--- config.mk ---
export PLATFORM = sky130hd
export DESIGN_NAME = ps2_commandes_flat
export DESIGN_NICKNAME = d
export VERILOG_FILES = /design/src/rtl/ps2_commandes_pkg.sv /design/src/rtl/ps2_commandes_if.sv /design/src/rtl/ps2_commandes_rx.sv /design/src/rtl/ps2_commandes.sv /design/src/flat_wrapper.sv
export SDC_FILE = /design/constraint.sdc
export NUM_CORES = 1
export LEC_CHECK = 0
export BUFFER_PORTS_ARGS = -buffer_cell sky130_fd_sc_hd__buf_2
export CORE_MARGIN = 8
export CORE_UTILIZATION = 56
export CTS_CLUSTER_DIAMETER = 50
export DETAILED_ROUTE_END_ITERATION = 6
export GPL_TIMING_DRIVEN = 0
export PLACE_DENSITY = 0.75
export SYNTH_ARGS = -nofsm -noshare
export SYNTH_HDL_FRONTEND = slang
export SYNTH_SLANG_ARGS = --single-unit
export TNS_END_PERCENT = 50
--- constraint.sdc ---
create_clock -name clk -period 1.95 [get_ports clk]
set_input_delay 0.195 -clock clk [delete_from_list [all_inputs] [get_ports clk]]
set_output_delay 0.195 -clock clk [all_outputs]
set_load 0.02 [all_outputs]
--- src/rtl/ps2_commandes_pkg.sv ---
// rtl/ps2_commandes_pkg.sv - scancodes, key indices and lookup shared by the PS/2 command decoder
package ps2_commandes_pkg;

  localparam logic [7:0] SC_EXT      = 8'hE0;
  localparam logic [7:0] SC_BRK      = 8'hF0;
  localparam logic [7:0] SC_Z        = 8'h1A;
  localparam logic [7:0] SC_S        = 8'h1B;
  localparam logic [7:0] SC_Q        = 8'h15;
  localparam logic [7:0] SC_D        = 8'h23;
  localparam logic [7:0] SC_SPACE    = 8'h29;
  localparam logic [7:0] SC_UP       = 8'h75;
  localparam logic [7:0] SC_DOWN     = 8'h72;
  localparam logic [7:0] SC_LEFT     = 8'h6B;
  localparam logic [7:0] SC_RIGHT    = 8'h74;
  localparam logic [7:0] SC_KP_ENTER = 8'h5A;

  localparam int NUM_KEYS = 10;

  typedef enum logic [3:0] {
    K1_UP, K1_DOWN, K1_LEFT, K1_RIGHT, K1_BOMB,
    K2_UP, K2_DOWN, K2_LEFT, K2_RIGHT, K2_BOMB
  } key_idx_e;

  typedef logic [NUM_KEYS-1:0] key_vec_t;

  typedef enum logic [1:0] {
    RX_IDLE, RX_DATA, RX_PARITY, RX_STOP
  } rx_state_e;

  // One-hot key hit for a code; arrow/enter codes only count behind an E0 prefix
  function automatic key_vec_t key_lookup(input logic ext, input logic [7:0] code);
    key_vec_t hit;
    hit = '0;
    if (!ext) begin
      case (code)
        SC_Z:     hit[K1_UP]    = 1'b1;
        SC_S:     hit[K1_DOWN]  = 1'b1;
        SC_Q:     hit[K1_LEFT]  = 1'b1;
        SC_D:     hit[K1_RIGHT] = 1'b1;
        SC_SPACE: hit[K1_BOMB]  = 1'b1;
        default:  hit = '0;
      endcase
    end else begin
      case (code)
        SC_UP:       hit[K2_UP]    = 1'b1;
        SC_DOWN:     hit[K2_DOWN]  = 1'b1;
        SC_LEFT:     hit[K2_LEFT]  = 1'b1;
        SC_RIGHT:    hit[K2_RIGHT] = 1'b1;
        SC_KP_ENTER: hit[K2_BOMB]  = 1'b1;
        default:     hit = '0;
      endcase
    end
    return hit;
  endfunction

endpackage

--- src/rtl/ps2_commandes_if.sv ---
// rtl/ps2_commandes_if.sv - PS/2 line inputs plus key flags and byte strobes of the decoder
interface ps2_commandes_if;

  logic       ps2_clk;
  logic       ps2_data;
  logic       j1_up;
  logic       j1_down;
  logic       j1_left;
  logic       j1_right;
  logic       j1_bomb;
  logic       j2_up;
  logic       j2_down;
  logic       j2_left;
  logic       j2_right;
  logic       j2_bomb;
  logic       byte_valid;
  logic [7:0] byte_data;
  logic       frame_err;

  modport master (
    output ps2_clk, ps2_data,
    input  j1_up, j1_down, j1_left, j1_right, j1_bomb,
    input  j2_up, j2_down, j2_left, j2_right, j2_bomb,
    input  byte_valid, byte_data, frame_err
  );

  modport slave (
    input  ps2_clk, ps2_data,
    output j1_up, j1_down, j1_left, j1_right, j1_bomb,
    output j2_up, j2_down, j2_left, j2_right, j2_bomb,
    output byte_valid, byte_data, frame_err
  );

endinterface

--- src/rtl/ps2_commandes_rx.sv ---
// rtl/ps2_commandes_rx.sv - PS/2 receiver: synchroniser, clock glitch filter, frame FSM, timeout
module ps2_commandes_rx
  import ps2_commandes_pkg::*;
#(
  parameter int FILTER  = 8,
  parameter int TIMEOUT = 100000
) (
  input  logic       clk,
  input  logic       rst,
  input  logic       ps2_clk,
  input  logic       ps2_data,
  output logic       byte_valid,
  output logic [7:0] byte_data,
  output logic       frame_err
);

  localparam int FW = $clog2(FILTER + 1);
  localparam int TW = $clog2(TIMEOUT);

  logic [1:0]    clk_sync_q, clk_sync_d;
  logic [1:0]    data_sync_q, data_sync_d;
  logic [FW-1:0] filt_cnt_q, filt_cnt_d;
  logic          filt_clk_q, filt_clk_d;
  logic          filt_prev_q, filt_prev_d;
  rx_state_e     state_q, state_d;
  logic [2:0]    bit_cnt_q, bit_cnt_d;
  logic [7:0]    shift_q, shift_d;
  logic          parity_q, parity_d;
  logic [TW-1:0] idle_cnt_q, idle_cnt_d;
  logic          byte_valid_q, byte_valid_d;
  logic [7:0]    byte_data_q, byte_data_d;
  logic          frame_err_q, frame_err_d;

  logic fall;
  logic edge_any;
  logic din;

  always_ff @(posedge clk or posedge rst) begin
    if (rst) begin
      clk_sync_q   <= 2'b11;
      data_sync_q  <= 2'b11;
      filt_cnt_q   <= '0;
      filt_clk_q   <= 1'b1;
      filt_prev_q  <= 1'b1;
      state_q      <= RX_IDLE;
      bit_cnt_q    <= '0;
      shift_q      <= '0;
      parity_q     <= 1'b0;
      idle_cnt_q   <= '0;
      byte_valid_q <= 1'b0;
      byte_data_q  <= '0;
      frame_err_q  <= 1'b0;
    end else begin
      clk_sync_q   <= clk_sync_d;
      data_sync_q  <= data_sync_d;
      filt_cnt_q   <= filt_cnt_d;
      filt_clk_q   <= filt_clk_d;
      filt_prev_q  <= filt_prev_d;
      state_q      <= state_d;
      bit_cnt_q    <= bit_cnt_d;
      shift_q      <= shift_d;
      parity_q     <= parity_d;
      idle_cnt_q   <= idle_cnt_d;
      byte_valid_q <= byte_valid_d;
      byte_data_q  <= byte_data_d;
      frame_err_q  <= frame_err_d;
    end
  end

  // The filtered clock only flips after FILTER consecutive samples disagree with it
  always_comb begin
    clk_sync_d  = {clk_sync_q[0], ps2_clk};
    data_sync_d = {data_sync_q[0], ps2_data};
    filt_clk_d  = filt_clk_q;
    filt_prev_d = filt_clk_q;
    filt_cnt_d  = '0;
    if (clk_sync_q[1] != filt_clk_q) begin
      if (filt_cnt_q == FW'(FILTER - 1)) begin
        filt_clk_d = clk_sync_q[1];
      end else begin
        filt_cnt_d = filt_cnt_q + 1'b1;
      end
    end
  end

  assign fall     = filt_prev_q & ~filt_clk_q;
  assign edge_any = filt_prev_q ^ filt_clk_q;
  assign din      = data_sync_q[1];

  always_comb begin
    state_d      = state_q;
    bit_cnt_d    = bit_cnt_q;
    shift_d      = shift_q;
    parity_d     = parity_q;
    byte_valid_d = 1'b0;
    byte_data_d  = byte_data_q;
    frame_err_d  = 1'b0;
    idle_cnt_d   = (edge_any || state_q == RX_IDLE) ? '0 : idle_cnt_q + 1'b1;

    case (state_q)
      RX_IDLE: begin
        if (fall && !din) begin
          state_d   = RX_DATA;
          bit_cnt_d = '0;
          parity_d  = 1'b0;
        end
      end
      RX_DATA: begin
        if (fall) begin
          shift_d   = {din, shift_q[7:1]};
          parity_d  = parity_q ^ din;
          bit_cnt_d = bit_cnt_q + 3'd1;
          if (bit_cnt_q == 3'd7) begin
            state_d = RX_PARITY;
          end
        end
      end
      RX_PARITY: begin
        if (fall) begin
          parity_d = parity_q ^ din;
          state_d  = RX_STOP;
        end
      end
      RX_STOP: begin
        if (fall) begin
          state_d = RX_IDLE;
          // parity_q holds the XOR of data and parity bits: 1 means odd, i.e. good
          if (parity_q && din) begin
            byte_valid_d = 1'b1;
            byte_data_d  = shift_q;
          end else begin
            frame_err_d = 1'b1;
          end
        end
      end
      default: state_d = RX_IDLE;
    endcase

    if (state_q != RX_IDLE && !edge_any && idle_cnt_q == TW'(TIMEOUT - 1)) begin
      state_d     = RX_IDLE;
      frame_err_d = 1'b1;
      idle_cnt_d  = '0;
    end
  end

  assign byte_valid = byte_valid_q;
  assign byte_data  = byte_data_q;
  assign frame_err  = frame_err_q;

endmodule

--- src/rtl/ps2_commandes.sv ---
// rtl/ps2_commandes.sv - PS/2 set-2 scancodes to held-key level flags for two players
module ps2_commandes
  import ps2_commandes_pkg::*;
#(
  parameter int FILTER  = 8,
  parameter int TIMEOUT = 100000
) (
  input  logic           clk,
  input  logic           reset,
  ps2_commandes_if.slave bus
);

  logic       rx_valid;
  logic [7:0] rx_data;
  logic       rx_err;

  ps2_commandes_rx #(
    .FILTER  (FILTER),
    .TIMEOUT (TIMEOUT)
  ) u_rx (
    .clk        (clk),
    .rst        (reset),
    .ps2_clk    (bus.ps2_clk),
    .ps2_data   (bus.ps2_data),
    .byte_valid (rx_valid),
    .byte_data  (rx_data),
    .frame_err  (rx_err)
  );

  logic     ext_q, ext_d;
  logic     brk_q, brk_d;
  key_vec_t keys_q, keys_d;
  key_vec_t hit;

  always_ff @(posedge clk or posedge reset) begin
    if (reset) begin
      ext_q  <= 1'b0;
      brk_q  <= 1'b0;
      keys_q <= '0;
    end else begin
      ext_q  <= ext_d;
      brk_q  <= brk_d;
      keys_q <= keys_d;
    end
  end

  // A broken frame must not leave a dangling prefix to corrupt the next key
  always_comb begin
    ext_d  = ext_q;
    brk_d  = brk_q;
    keys_d = keys_q;
    hit    = key_lookup(ext_q, rx_data);
    if (rx_err) begin
      ext_d = 1'b0;
      brk_d = 1'b0;
    end else if (rx_valid) begin
      if (rx_data == SC_EXT) begin
        ext_d = 1'b1;
      end else if (rx_data == SC_BRK) begin
        brk_d = 1'b1;
      end else begin
        keys_d = brk_q ? (keys_q & ~hit) : (keys_q | hit);
        ext_d  = 1'b0;
        brk_d  = 1'b0;
      end
    end
  end

  assign bus.j1_up      = keys_q[K1_UP];
  assign bus.j1_down    = keys_q[K1_DOWN];
  assign bus.j1_left    = keys_q[K1_LEFT];
  assign bus.j1_right   = keys_q[K1_RIGHT];
  assign bus.j1_bomb    = keys_q[K1_BOMB];
  assign bus.j2_up      = keys_q[K2_UP];
  assign bus.j2_down    = keys_q[K2_DOWN];
  assign bus.j2_left    = keys_q[K2_LEFT];
  assign bus.j2_right   = keys_q[K2_RIGHT];
  assign bus.j2_bomb    = keys_q[K2_BOMB];
  assign bus.byte_valid = rx_valid;
  assign bus.byte_data  = rx_data;
  assign bus.frame_err  = rx_err;

endmodule

--- src/flat_wrapper.sv ---
// flat-port wrapper written by rule: the top's interface ports become plain ports
module ps2_commandes_flat import ps2_commandes_pkg::*;
#(
  parameter int FILTER  = 8,
  parameter int TIMEOUT = 100000
)
  (clk, reset, bus_ps2_clk, bus_ps2_data, bus_j1_up, bus_j1_down, bus_j1_left, bus_j1_right, bus_j1_bomb, bus_j2_up, bus_j2_down, bus_j2_left, bus_j2_right, bus_j2_bomb, bus_byte_valid, bus_byte_data, bus_frame_err);
  ps2_commandes_if bus_i ();
  input  logic clk;
  input  logic reset;
  input wire logic [$bits(bus_i.ps2_clk)-1:0] bus_ps2_clk;
  input wire logic [$bits(bus_i.ps2_data)-1:0] bus_ps2_data;
  output wire logic [$bits(bus_i.j1_up)-1:0] bus_j1_up;
  output wire logic [$bits(bus_i.j1_down)-1:0] bus_j1_down;
  output wire logic [$bits(bus_i.j1_left)-1:0] bus_j1_left;
  output wire logic [$bits(bus_i.j1_right)-1:0] bus_j1_right;
  output wire logic [$bits(bus_i.j1_bomb)-1:0] bus_j1_bomb;
  output wire logic [$bits(bus_i.j2_up)-1:0] bus_j2_up;
  output wire logic [$bits(bus_i.j2_down)-1:0] bus_j2_down;
  output wire logic [$bits(bus_i.j2_left)-1:0] bus_j2_left;
  output wire logic [$bits(bus_i.j2_right)-1:0] bus_j2_right;
  output wire logic [$bits(bus_i.j2_bomb)-1:0] bus_j2_bomb;
  output wire logic [$bits(bus_i.byte_valid)-1:0] bus_byte_valid;
  output wire logic [$bits(bus_i.byte_data)-1:0] bus_byte_data;
  output wire logic [$bits(bus_i.frame_err)-1:0] bus_frame_err;
  assign bus_i.ps2_clk = bus_ps2_clk;
  assign bus_i.ps2_data = bus_ps2_data;
  assign bus_j1_up = bus_i.j1_up;
  assign bus_j1_down = bus_i.j1_down;
  assign bus_j1_left = bus_i.j1_left;
  assign bus_j1_right = bus_i.j1_right;
  assign bus_j1_bomb = bus_i.j1_bomb;
  assign bus_j2_up = bus_i.j2_up;
  assign bus_j2_down = bus_i.j2_down;
  assign bus_j2_left = bus_i.j2_left;
  assign bus_j2_right = bus_i.j2_right;
  assign bus_j2_bomb = bus_i.j2_bomb;
  assign bus_byte_valid = bus_i.byte_valid;
  assign bus_byte_data = bus_i.byte_data;
  assign bus_frame_err = bus_i.frame_err;
  ps2_commandes #(.FILTER(FILTER), .TIMEOUT(TIMEOUT)) u_core (.clk(clk), .reset(reset), .bus(bus_i));
endmodule
==> results_dict.tcl, run 1 <==
set metrics [dict create \
    synth.avg_cell_area_sq_um 11.67 \
    worst_slack_ps 132.5 \
    place_inst 351 \
    final_antenna_net_count 0 \
    hold_viol 0 \
    crit_fanout 10 \
    drt_iter0_markers 106 \
    die_width_um 89.18 \
    min_period_over_period 0.9320 \
    async_reset_ff_frac 1.000 \
    nets 310 \
    crit_family "flip-flops" \
    setup_viol 0 \
    synth_nets 272 \
    wl_um 5211 \
    grt_max_degree 42 \
    worst_pin_slew_ps 483.8 \
    clkSinkCount 63 \
    final_cells 370 \
    cts_tree "yes" \
    synth_adder_area_share 0.04589 \
    worst_ep_required_time_ps 2150 \
    grt_usage 0.1515 \
    grt_pass1_vias 2031 \
    synth_edf_count 0 \
    dp_slack_ps 161.5 \
    total_power_mw 3.580 \
    synth_top_family_by_area "simple AND/OR/NAND/NOR gates" \
    cts_buffers 9 \
    drv_cap 0 \
    grt_pass1_wl_um 9308 \
    wire_per_inst_um 14.08 \
    drive_above_1_share 0.2800 \
    path_clk_slew_ps 60 \
    synth-simple-area-share 0.2007 \
    slowest_delay_ps 550 \
    yosys_most_used_dff "dfrtp_1" \
    fin_crit_ps 1817 \
    via_count 1980 \
    crit_slowest_cell "dfstp_2" \
    syn_to_final_growth_pct 14.77 \
    htree_levels 3 \
    synth_largest_area_cell "dfrtp_1" \
    vias_per_cell 5.351 \
    netlist_instances 257 \
    dieArea_sq_um 7953 \
    endpoint_kind "flip-flop" \
    ios 24 \
    drc 0 \
    synth_compound_area_frac 0.05048 \
    critPathArrivalTime_ps 2020 \
    p_leak_nw 1.646 \
    ys_top_cells_by_area "dfrtp_1 48%, mux2_2 6.4%, dfstp_2 5.3%" \
    hp-class "reg -> reg" \
    synth_top_area_share 0.4756 \
    grt.overflow.total 0 \
    ys_ff_latch 63 \
    p_per_area_nw_per_um2 1040 \
    clock_path_buffers 2 \
    postCtsResizedCells 0 \
    rsz0062_at_grt "no" \
    mappedNetlistArea_sq_um 2999 \
    crit_path_start_kind "flip-flop" \
    place.gp.congestion 0.8174 \
    yosysWarnings 0 \
    synth_seq_area_share 0.5282 \
    cts_root_buf "clkbuf_8" \
    first_pass_iters 4 \
    antenna_found_initial 0 \
    tns_ps 0 \
    ys_types 42 \
    design.core.area_sq_um 5140 \
    synth_mux_area_frac 0.09053 \
    slew_headroom 0.6770 \
    diodes 0 \
    synth_xor_area_frac 0.04965 \
    crit_chain "inv_1 > ha_1 > buf_2 > nand3_1 > mux2_2" \
    clock_skew_ps 8.416 \
    initial_core_util 0.5835 \
    insertion_delay_ps 330 \
    clock.fmax_mhz 550.2 \
    critical_path_class "reg -> reg" \
    peakVddDrop_mv 0.8943 \
    io_buffers 23 \
    die_h_um 89.18 \
    slew_violations 0 \
    path_buf_inv 2 \
    status "complete, no violations" \
    rows 26 \
    hpwl_um 3622 \
]
[kinds of logic after synthesis]
| family | count (synthesis) |
|---|---|
| fa+ha+maj | 11 |
| simple gates | 97 |
| buf+inv | 24 |
| compound gates | 20 |
| mux | 25 |
| xor+xnor | 17 |
| flops | 63 |
[metrics by stage]
step                cell area (sq um)  hold WS (ps)    util
floorplan                        2999         199.5       -
global route                     3442         362.0  0.6697
global placement                 3202         299.8  0.6229
finish                           3442         356.7  0.6697
CTS                              3442         360.0  0.6697
detailed placement               3222         249.4  0.6268
[per-layer routing]
| layer | vias to the layer above | global-route usage | part of all wire |
|---|---|---|---|
| met1 | 943 | 0.1848 | 0.45 |
| met3 | 7 | 0.04320 | 0.065 |
| met5 | - | 0 | 0 |
| met4 | 0 | 0.07553 | 0.016 |
| li1 | 977 | - | - |
| met2 | 53 | 0.2397 | 0.46 |
[layout make-up]
cell class	instances	area, sq um
Clock buffer	16	190.2
Fill cell	418	1698
Tap cell	70	87.58
Timing Repair Buffer	27	165.2
Inverter	16	60.06
Sequential cell	63	1584
Buffer	8	43.79
Multi-Input combinational cell	170	1311
[where the power goes]
part | total [mW] | internal (mW) | switching [mW]
Clock | 1.06 | 0.603 | 0.456
Sequential | 1.63 | 1.49 | 0.147
Combinational | 0.887 | 0.387 | 0.500
Total | 3.58 | 2.48 | 1.10
[cells in the mapped netlist (5+ instances only)]
master,n
nor2_1,28
nand4_1,7
nand2_1,15
nor4_2,7
mux2i_1,8
nand3_1,10
nor3_1,6
ha_1,11
dfrtp_1,57
inv_1,16
mux2_2,17
xnor2_1,14
buf_2,5
dfstp_2,6
[cells in the final DEF (no fill, tap or decap), types with 5 or more instances in the layout]
master	instances
buf_2	28
clkbuf_1	5
clkbuf_8	13
dfrtp_1	57
dfstp_2	6
ha_1	11
inv_1	15
mux2_2	17
mux2i_1	8
nand2_1	15
nand3_1	10
nand4_1	7
nor2_1	28
nor3_1	6
nor4_2	7
xnor2_1	14
[worst paths after layout]
path	depth (start not counted)	slack, ps	start	end
worst max-delay path	5	130	u_core.u_rx.filt_clk_q$_DFFE_PP1P_	u_core.u_rx.byte_data[7]$_DFFE_PP0P_
worst min-delay path	0	360	u_core.u_rx.clk_sync_q[0]$_DFF_PP1_	u_core.u_rx.clk_sync_q[1]$_DFF_PP1_
worst max register to register	5	130	u_core.u_rx.filt_clk_q$_DFFE_PP1P_	u_core.u_rx.byte_data[7]$_DFFE_PP0P_
worst min register to register	0	360	u_core.u_rx.clk_sync_q[0]$_DFF_PP1_	u_core.u_rx.clk_sync_q[1]$_DFF_PP1_
max in group asynchronous	4	880	reset	u_core.u_rx.data_sync_q[1]$_DFF_PP1_
min in group asynchronous	3	440	reset	u_core.u_rx.idle_cnt_q[1]$_DFF_PP0_
[repair_timing]
action,4_1_cts,5_1_grt
hold endpoints to repair,20,0
setup buffers,0,0
hold buffers,3,0
Note: power is estimated with default switching activity, not from simulation.
==> inputs of run 2 (changes only) <==
--- a/config.mk
+++ b/config.mk
@@ -7,7 +7,7 @@
 export LEC_CHECK = 0
 export BUFFER_PORTS_ARGS = -buffer_cell sky130_fd_sc_hd__buf_2
 export CORE_MARGIN = 8
-export CORE_UTILIZATION = 56
+export CORE_UTILIZATION = 53
 export CTS_CLUSTER_DIAMETER = 50
 export DETAILED_ROUTE_END_ITERATION = 6
 export GPL_TIMING_DRIVEN = 0
==> constraint.sdc (replaced) <==
create_clock -name clk -period 1.48 [get_ports clk]
set_input_delay 0.148 -clock clk [delete_from_list [all_inputs] [get_ports clk]]
set_output_delay 0.148 -clock clk [all_outputs]
set_load 0.02 [all_outputs]
==> run 2 against run 1 <==
  * The run now ends with negative setup slack left
  * Global-route usage is 0.97 points lower
  * Worst hold slack better by 1.3 ps
  * Wire length is 15% higher
  * Critical path depth is 1 higher
  * Via count is 6.8% higher
  * Sequential power is 34% higher
  * Die area is 4.6% higher
  * Final area is 13% higher
  * Non-clock buffer count is 18 higher
  * Final cell count is 5.4% higher
  * Clock skew is 3.2 ps higher
  * Largest cell class unchanged
==> results_dict.tcl, run 2 (synthesis gave the netlist of run 1 again) <==
set metrics [dict create \
    rsz0062_at_grt "yes" \
    crit_chain "ha_4 > buf_6 > o21ba_4 > a221oi_4 > mux2i_1 > nor2_1" \
    grt_max_degree 64 \
    slowest_delay_ps 540 \
    htree_levels 3 \
    first_pass_iters 4 \
    grt_pass1_wl_um 9798 \
    layout.cells.most_common "dfrtp_1" \
    final_antenna_net_count 0 \
    critPathArrivalTime_ps 1840 \
    die_h_um 91.23 \
    drv_cap 0 \
    path_buf_inv 1 \
    critical_path_class "reg -> reg" \
    drive_above_1_share 0.4182 \
    slew_headroom 0.6704 \
    crit_fanout 5 \
    insertion_delay_ps 330 \
    cts_buffers 9 \
    design.core.area_sq_um 5473 \
    endpoint_kind "flip-flop" \
    path_clk_slew_ps 70 \
    worst_slack_ps -144.9 \
    status "finished, violations left" \
    clkSinkCount 63 \
    crit_family "flip-flops" \
    die_width_um 91.23 \
    place.gp.congestion 0.7741 \
    wl_um 5971 \
    syn_to_final_growth_pct 29.37 \
    setup_viol 40 \
    grt_pass1_vias 2124 \
    slew_violations 0 \
    crit_path_start_kind "flip-flop" \
    final_cell_mix "53 x dfrtp_1, 27 x buf_2, 23 x nor2_1" \
    initial_core_util 0.5480 \
    ios 24 \
    clock.fmax_mhz 615.4 \
    crit_slowest_cell "dfstp_2" \
    vias_per_cell 5.423 \
    nets 328 \
    p_per_area_nw_per_um2 1524 \
    grt_usage 0.1418 \
    diodes 0 \
    hold_viol 0 \
    drc 0 \
    tns_ps -1376 \
    grt.overflow.total 0 \
    antenna_found_initial 0 \
    cts_tree "yes" \
    cts_root_buf "clkbuf_8" \
    clock_path_buffers 2 \
    wire_per_inst_um 15.31 \
    min_period_over_period 1.098 \
    dpl_cell_area_sq_um 3208 \
    dieArea_sq_um 8322 \
    io_buffers 23 \
    worst_ep_required_time_ps 1700 \
    hp-class "reg -> reg" \
    violations "negative setup slack" \
    peakVddDrop_mv 1.164 \
    hpwl_um 3704 \
    fin_crit_ps 1625 \
    total_power_mw 5.912 \
    via_count 2115 \
    fin_area_sq_um 3880 \
    drt_iter0_markers 106 \
    p_leak_nw 1.805 \
    worst_pin_slew_ps 493.4 \
    rows 27 \
    clock_skew_ps 11.66 \
]
-- run 2: cell types whose count changed in the layout (fill, tap and decap cells not counted), sizes merged --
| cell | before | now |
|---|---|---|
| buf | 30 | 47 |
| inv | 16 | 15 |
| clkbuf | 18 | 17 |
| clkinvlp | 0 | 2 |
| bufinv | 0 | 1 |
-- run 2: layer usage --
layer / up-vias / global-route usage / share of wire
met5: - / 0 / 0
met4: 0 / 0.05048 / 0.014
met3: 9 / 0.04856 / 0.043
met2: 35 / 0.2418 / 0.51
met1: 1057 / 0.1613 / 0.44
li1: 1014 / - / -
-- run 2: layout make-up --
| type | count | area, sq um |
|---|---|---|
| timing repair buffer | 45 | 325.3 |
| clock inverter | 2 | 37.54 |
| multi-input combinational | 170 | 1538 |
| inverter | 16 | 63.81 |
| fill | 380 | 1593 |
| tap | 72 | 90.09 |
| buffer | 8 | 53.80 |
| clock buffer | 14 | 182.7 |
| sequential | 63 | 1589 |
-- run 2: timing repair --
action	in CTS	in global routing
pin swaps	10	19
gates cloned	1	1
endpoints found under the setup margin	41	45
hold endpoints to repair	2	20
gates resized for setup	20	40
hold buffers	2	1
setup buffers	5	11
-- run 2: worst register-to-register path: cells and delay by family (launching register included) --
kind,cells,cell delay [ps]
adders and majority gates,1,130
and+or+nand+nor,1,70
buffers and inverters,1,120
muxes,1,240
DFF,1,540
AOI/OAI and AO/OA,2,400
-- run 2: where the power goes --
| group | leakage [nW] | switching, mW | internal, mW |
|---|---|---|---|
| clock network | 0.109 | 0.655 | 0.964 |
| registers | 0.834 | 0.215 | 1.96 |
| logic | 0.862 | 1.03 | 1.09 |
| total | 1.81 | 1.90 | 4.01 |
-- run 2: path summary, 6_finish.rpt --
check                                                startpoint                                   end  slack (ps)  depth (start not counted)
max in group asynchronous                                 reset   u_core.u_rx.clk_sync_q[1]$_DFF_PP1_         470                          4
max                           u_core.u_rx.filt_prev_q$_DFF_PP1_    u_core.u_rx.state_q[1]$_DFFE_PP0P_        -140                          6
min in group asynchronous                                 reset            asynchronous set/reset pin         380                          3
max reg2reg                   u_core.u_rx.filt_prev_q$_DFF_PP1_    u_core.u_rx.state_q[1]$_DFFE_PP0P_        -140                          6
min reg2reg                u_core.u_rx.data_sync_q[0]$_DFF_PP1_  u_core.u_rx.data_sync_q[1]$_DFF_PP1_         360                          0
min                        u_core.u_rx.data_sync_q[0]$_DFF_PP1_  u_core.u_rx.data_sync_q[1]$_DFF_PP1_         360                          0
-- run 2: metrics by stage --
stage          utilization  worst slack [ps]  instances  hold WS (ps)
4_1_cts             0.6548            -101.1        376         191.3
6_report            0.7090            -144.9        390         358.0
5_1_grt             0.7090            -206.9        390         359.4
2_1_floorplan            -            -155.8        257         152.5
3_5_place_dp        0.5862            -305.5        352         254.2
3_3_place_gp        0.5862            -277.1        352         252.9
==> inputs of run 3 (changes only) <==
--- a/config.mk
+++ b/config.mk
@@ -6,8 +6,9 @@
 export NUM_CORES = 1
 export LEC_CHECK = 0
 export BUFFER_PORTS_ARGS = -buffer_cell sky130_fd_sc_hd__buf_2
+export CORE_ASPECT_RATIO = 0.8
 export CORE_MARGIN = 8
-export CORE_UTILIZATION = 53
+export CORE_UTILIZATION = 56
 export CTS_CLUSTER_DIAMETER = 50
 export DETAILED_ROUTE_END_ITERATION = 6
 export GPL_TIMING_DRIVEN = 0
==> constraint.sdc (replaced) <==
create_clock -name clk -period 1.8 [get_ports clk]
set_input_delay 0.18 -clock clk [delete_from_list [all_inputs] [get_ports clk]]
set_output_delay 0.18 -clock clk [all_outputs]
set_load 0.02 [all_outputs]
==> run 3 against run 2 <==
  * The run now ends clean
  * Register-to-register slack improved by 250 ps
  * Via count is 6.3% lower
  * Critical endpoint is now u_core.u_rx.state_q[0]$_DFFE_PP0P_
  * Worst hold slack improved by 0.78 ps
  * Total power is 30% lower
  * Critical path depth unchanged
  * Clock skew is 4.1 ps lower
  * Fmax down 4.2%
  * Die area decreased by 4.3%
==> results_dict.tcl, run 3 (synthesis gave the netlist of run 1 again) <==
set metrics [dict create \
    worst_slack_ps 103.3 \
    rows 24 \
    clock_skew_ps 7.552 \
    total_power_mw 4.127 \
    critPathArrivalTime_ps 1940 \
    ios 24 \
    htree_levels 3 \
    clkSinkCount 63 \
    crit_fanout 10 \
    endpoint_kind "flip-flop" \
    status "complete, no violations" \
    dp_slack_ps 18.71 \
    hold_viol 0 \
    seqPwrFrac 0.429 \
    internal_power_mw 2.827 \
    die_h_um 81.46 \
    final_antenna_net_count 0 \
    io_buffers 23 \
    p_leak_nw 1.655 \
    insertion_delay_ps 340 \
    worst_ep_required_time_ps 2040 \
    clock.fmax_mhz 589.4 \
    grt.overflow.total 0 \
    fin_crit_ps 1697 \
    vias_per_cell 5.427 \
    grt_max_degree 38 \
    antenna_found_initial 0 \
    drt_iter0_markers 113 \
    path_clk_slew_ps 60 \
    first_pass_iters 4 \
    nets 310 \
    tns_ps 0 \
    final_util 0.6573 \
    min_period_over_period 0.9426 \
    hpwl_um 3803 \
    final_cell_mix "57 x dfrtp_1, 28 x buf_2, 28 x nor2_1" \
    initial_core_util 0.5643 \
    drv_cap 0 \
    setup_viol 0 \
    clock_path_buffers 2 \
    wl_um 5406 \
    worst_pin_slew_ps 557.5 \
    layout.cells.most_common "dfrtp_1" \
    die_width_um 97.82 \
    via_count 1981 \
    hold_ws_ps 358.8 \
    hp-class "reg -> reg" \
    dieArea_sq_um 7968 \
    cts_tree "yes" \
    place.gp.congestion 0.8778 \
    peakVddDrop_mv 0.7454 \
    p_per_area_nw_per_um2 1182 \
    crit_path_start_kind "flip-flop" \
    cts_buffers 9 \
    critical_path_class "reg -> reg" \
    drive_above_1_share 0.3000 \
    grt_pass1_vias 1976 \
    diodes 0 \
    wire_per_inst_um 14.81 \
    combPwrFrac 0.259 \
    n_fill_cell 422 \
    grt_pass1_wl_um 9625 \
    slew_headroom 0.6278 \
    slew_violations 0 \
    switching_share 0.3151 \
    post-cts-setup-buffers 0 \
    cts_root_buf "clkbuf_8" \
    grt_usage 0.1556 \
    drc 0 \
    syn_to_final_growth_pct 16.48 \
    p_switching_mw 1.300 \
    clockPowerShare 0.312 \
    design.core.area_sq_um 5315 \
]
run 3: changes by cell type in the layout (fill, tap and decap cells not counted), sizes merged:
cell | before | now
buf | 47 | 30
clkbuf | 17 | 14
clkinvlp | 2 | 3
inv | 15 | 16
run 3: critical path, stage by stage, from the launching register on:
cell and delay (ps):
dfstp_2 520, ha_1 120, buf_2 190, nand2_1 120, a221oi_4 350, nor2_1 80, a211oi_1 220
run 3: through the flow:
step,cell area (sq um),std cells
after global routing,3493,365
after detailed placement,3216,346
final,3493,365
after global placement,3196,345
after floorplan,2999,257
after CTS,3463,365
run 3: cell type report:
type,count,area (sq um),area share
Sequential cell,63,1584,0.4534
Tap cell,65,81.33,0.02328
Timing Repair Buffer,27,165.2,0.04728
Clock buffer,12,165.2,0.04728
Multi-Input combinational cell,170,1341,0.3840
Clock inverter,4,52.55,0.01504
Buffer,8,43.79,0.01254
Inverter,16,60.06,0.01719
run 3: power groups by stage:
stage	clock (mW)	sequential (mW)	combinational, mW
floorplan	0	1.77	0.770
global placement	0	1.79	0.930
detailed placement	0	1.79	0.969
CTS	1.33	1.77	0.986
global route	1.38	1.80	1.20
finish	1.29	1.77	1.07
run 3: timing repair:
| action | 4_1_cts | 5_1_grt |
|---|---|---|
| endpoints found under the hold margin | 22 | 0 |
| setup endpoints to repair | 0 | 26 |
| resized for setup | 0 | 5 |
| hold buffers | 3 | 0 |
run 3: worst paths after layout:
path	start	to	slack, ps	cells past startpoint
setup reg to reg	u_core.u_rx.filt_prev_q$_DFF_PP1_	u_core.u_rx.state_q[0]$_DFFE_PP0P_	100	6
min in group asynchronous	reset	u_core.u_rx.idle_cnt_q[2]$_DFF_PP0_	430	3
setup / recovery	u_core.u_rx.filt_prev_q$_DFF_PP1_	u_core.u_rx.state_q[0]$_DFFE_PP0P_	100	6
hold reg to reg	u_core.u_rx.clk_sync_q[0]$_DFF_PP1_	u_core.u_rx.clk_sync_q[1]$_DFF_PP1_	360	0
max in group asynchronous	reset	u_core.u_rx.filt_cnt_q[1]$_DFF_PP0_	780	4
hold / removal	u_core.u_rx.clk_sync_q[0]$_DFF_PP1_	u_core.u_rx.clk_sync_q[1]$_DFF_PP1_	360	0
run 3: metal layers:
layer,routed length (um),track usage
met4,119,0.08372
met5,0,0
met3,204,0.05165
met2,2400,0.2312
met1,2682,0.2003
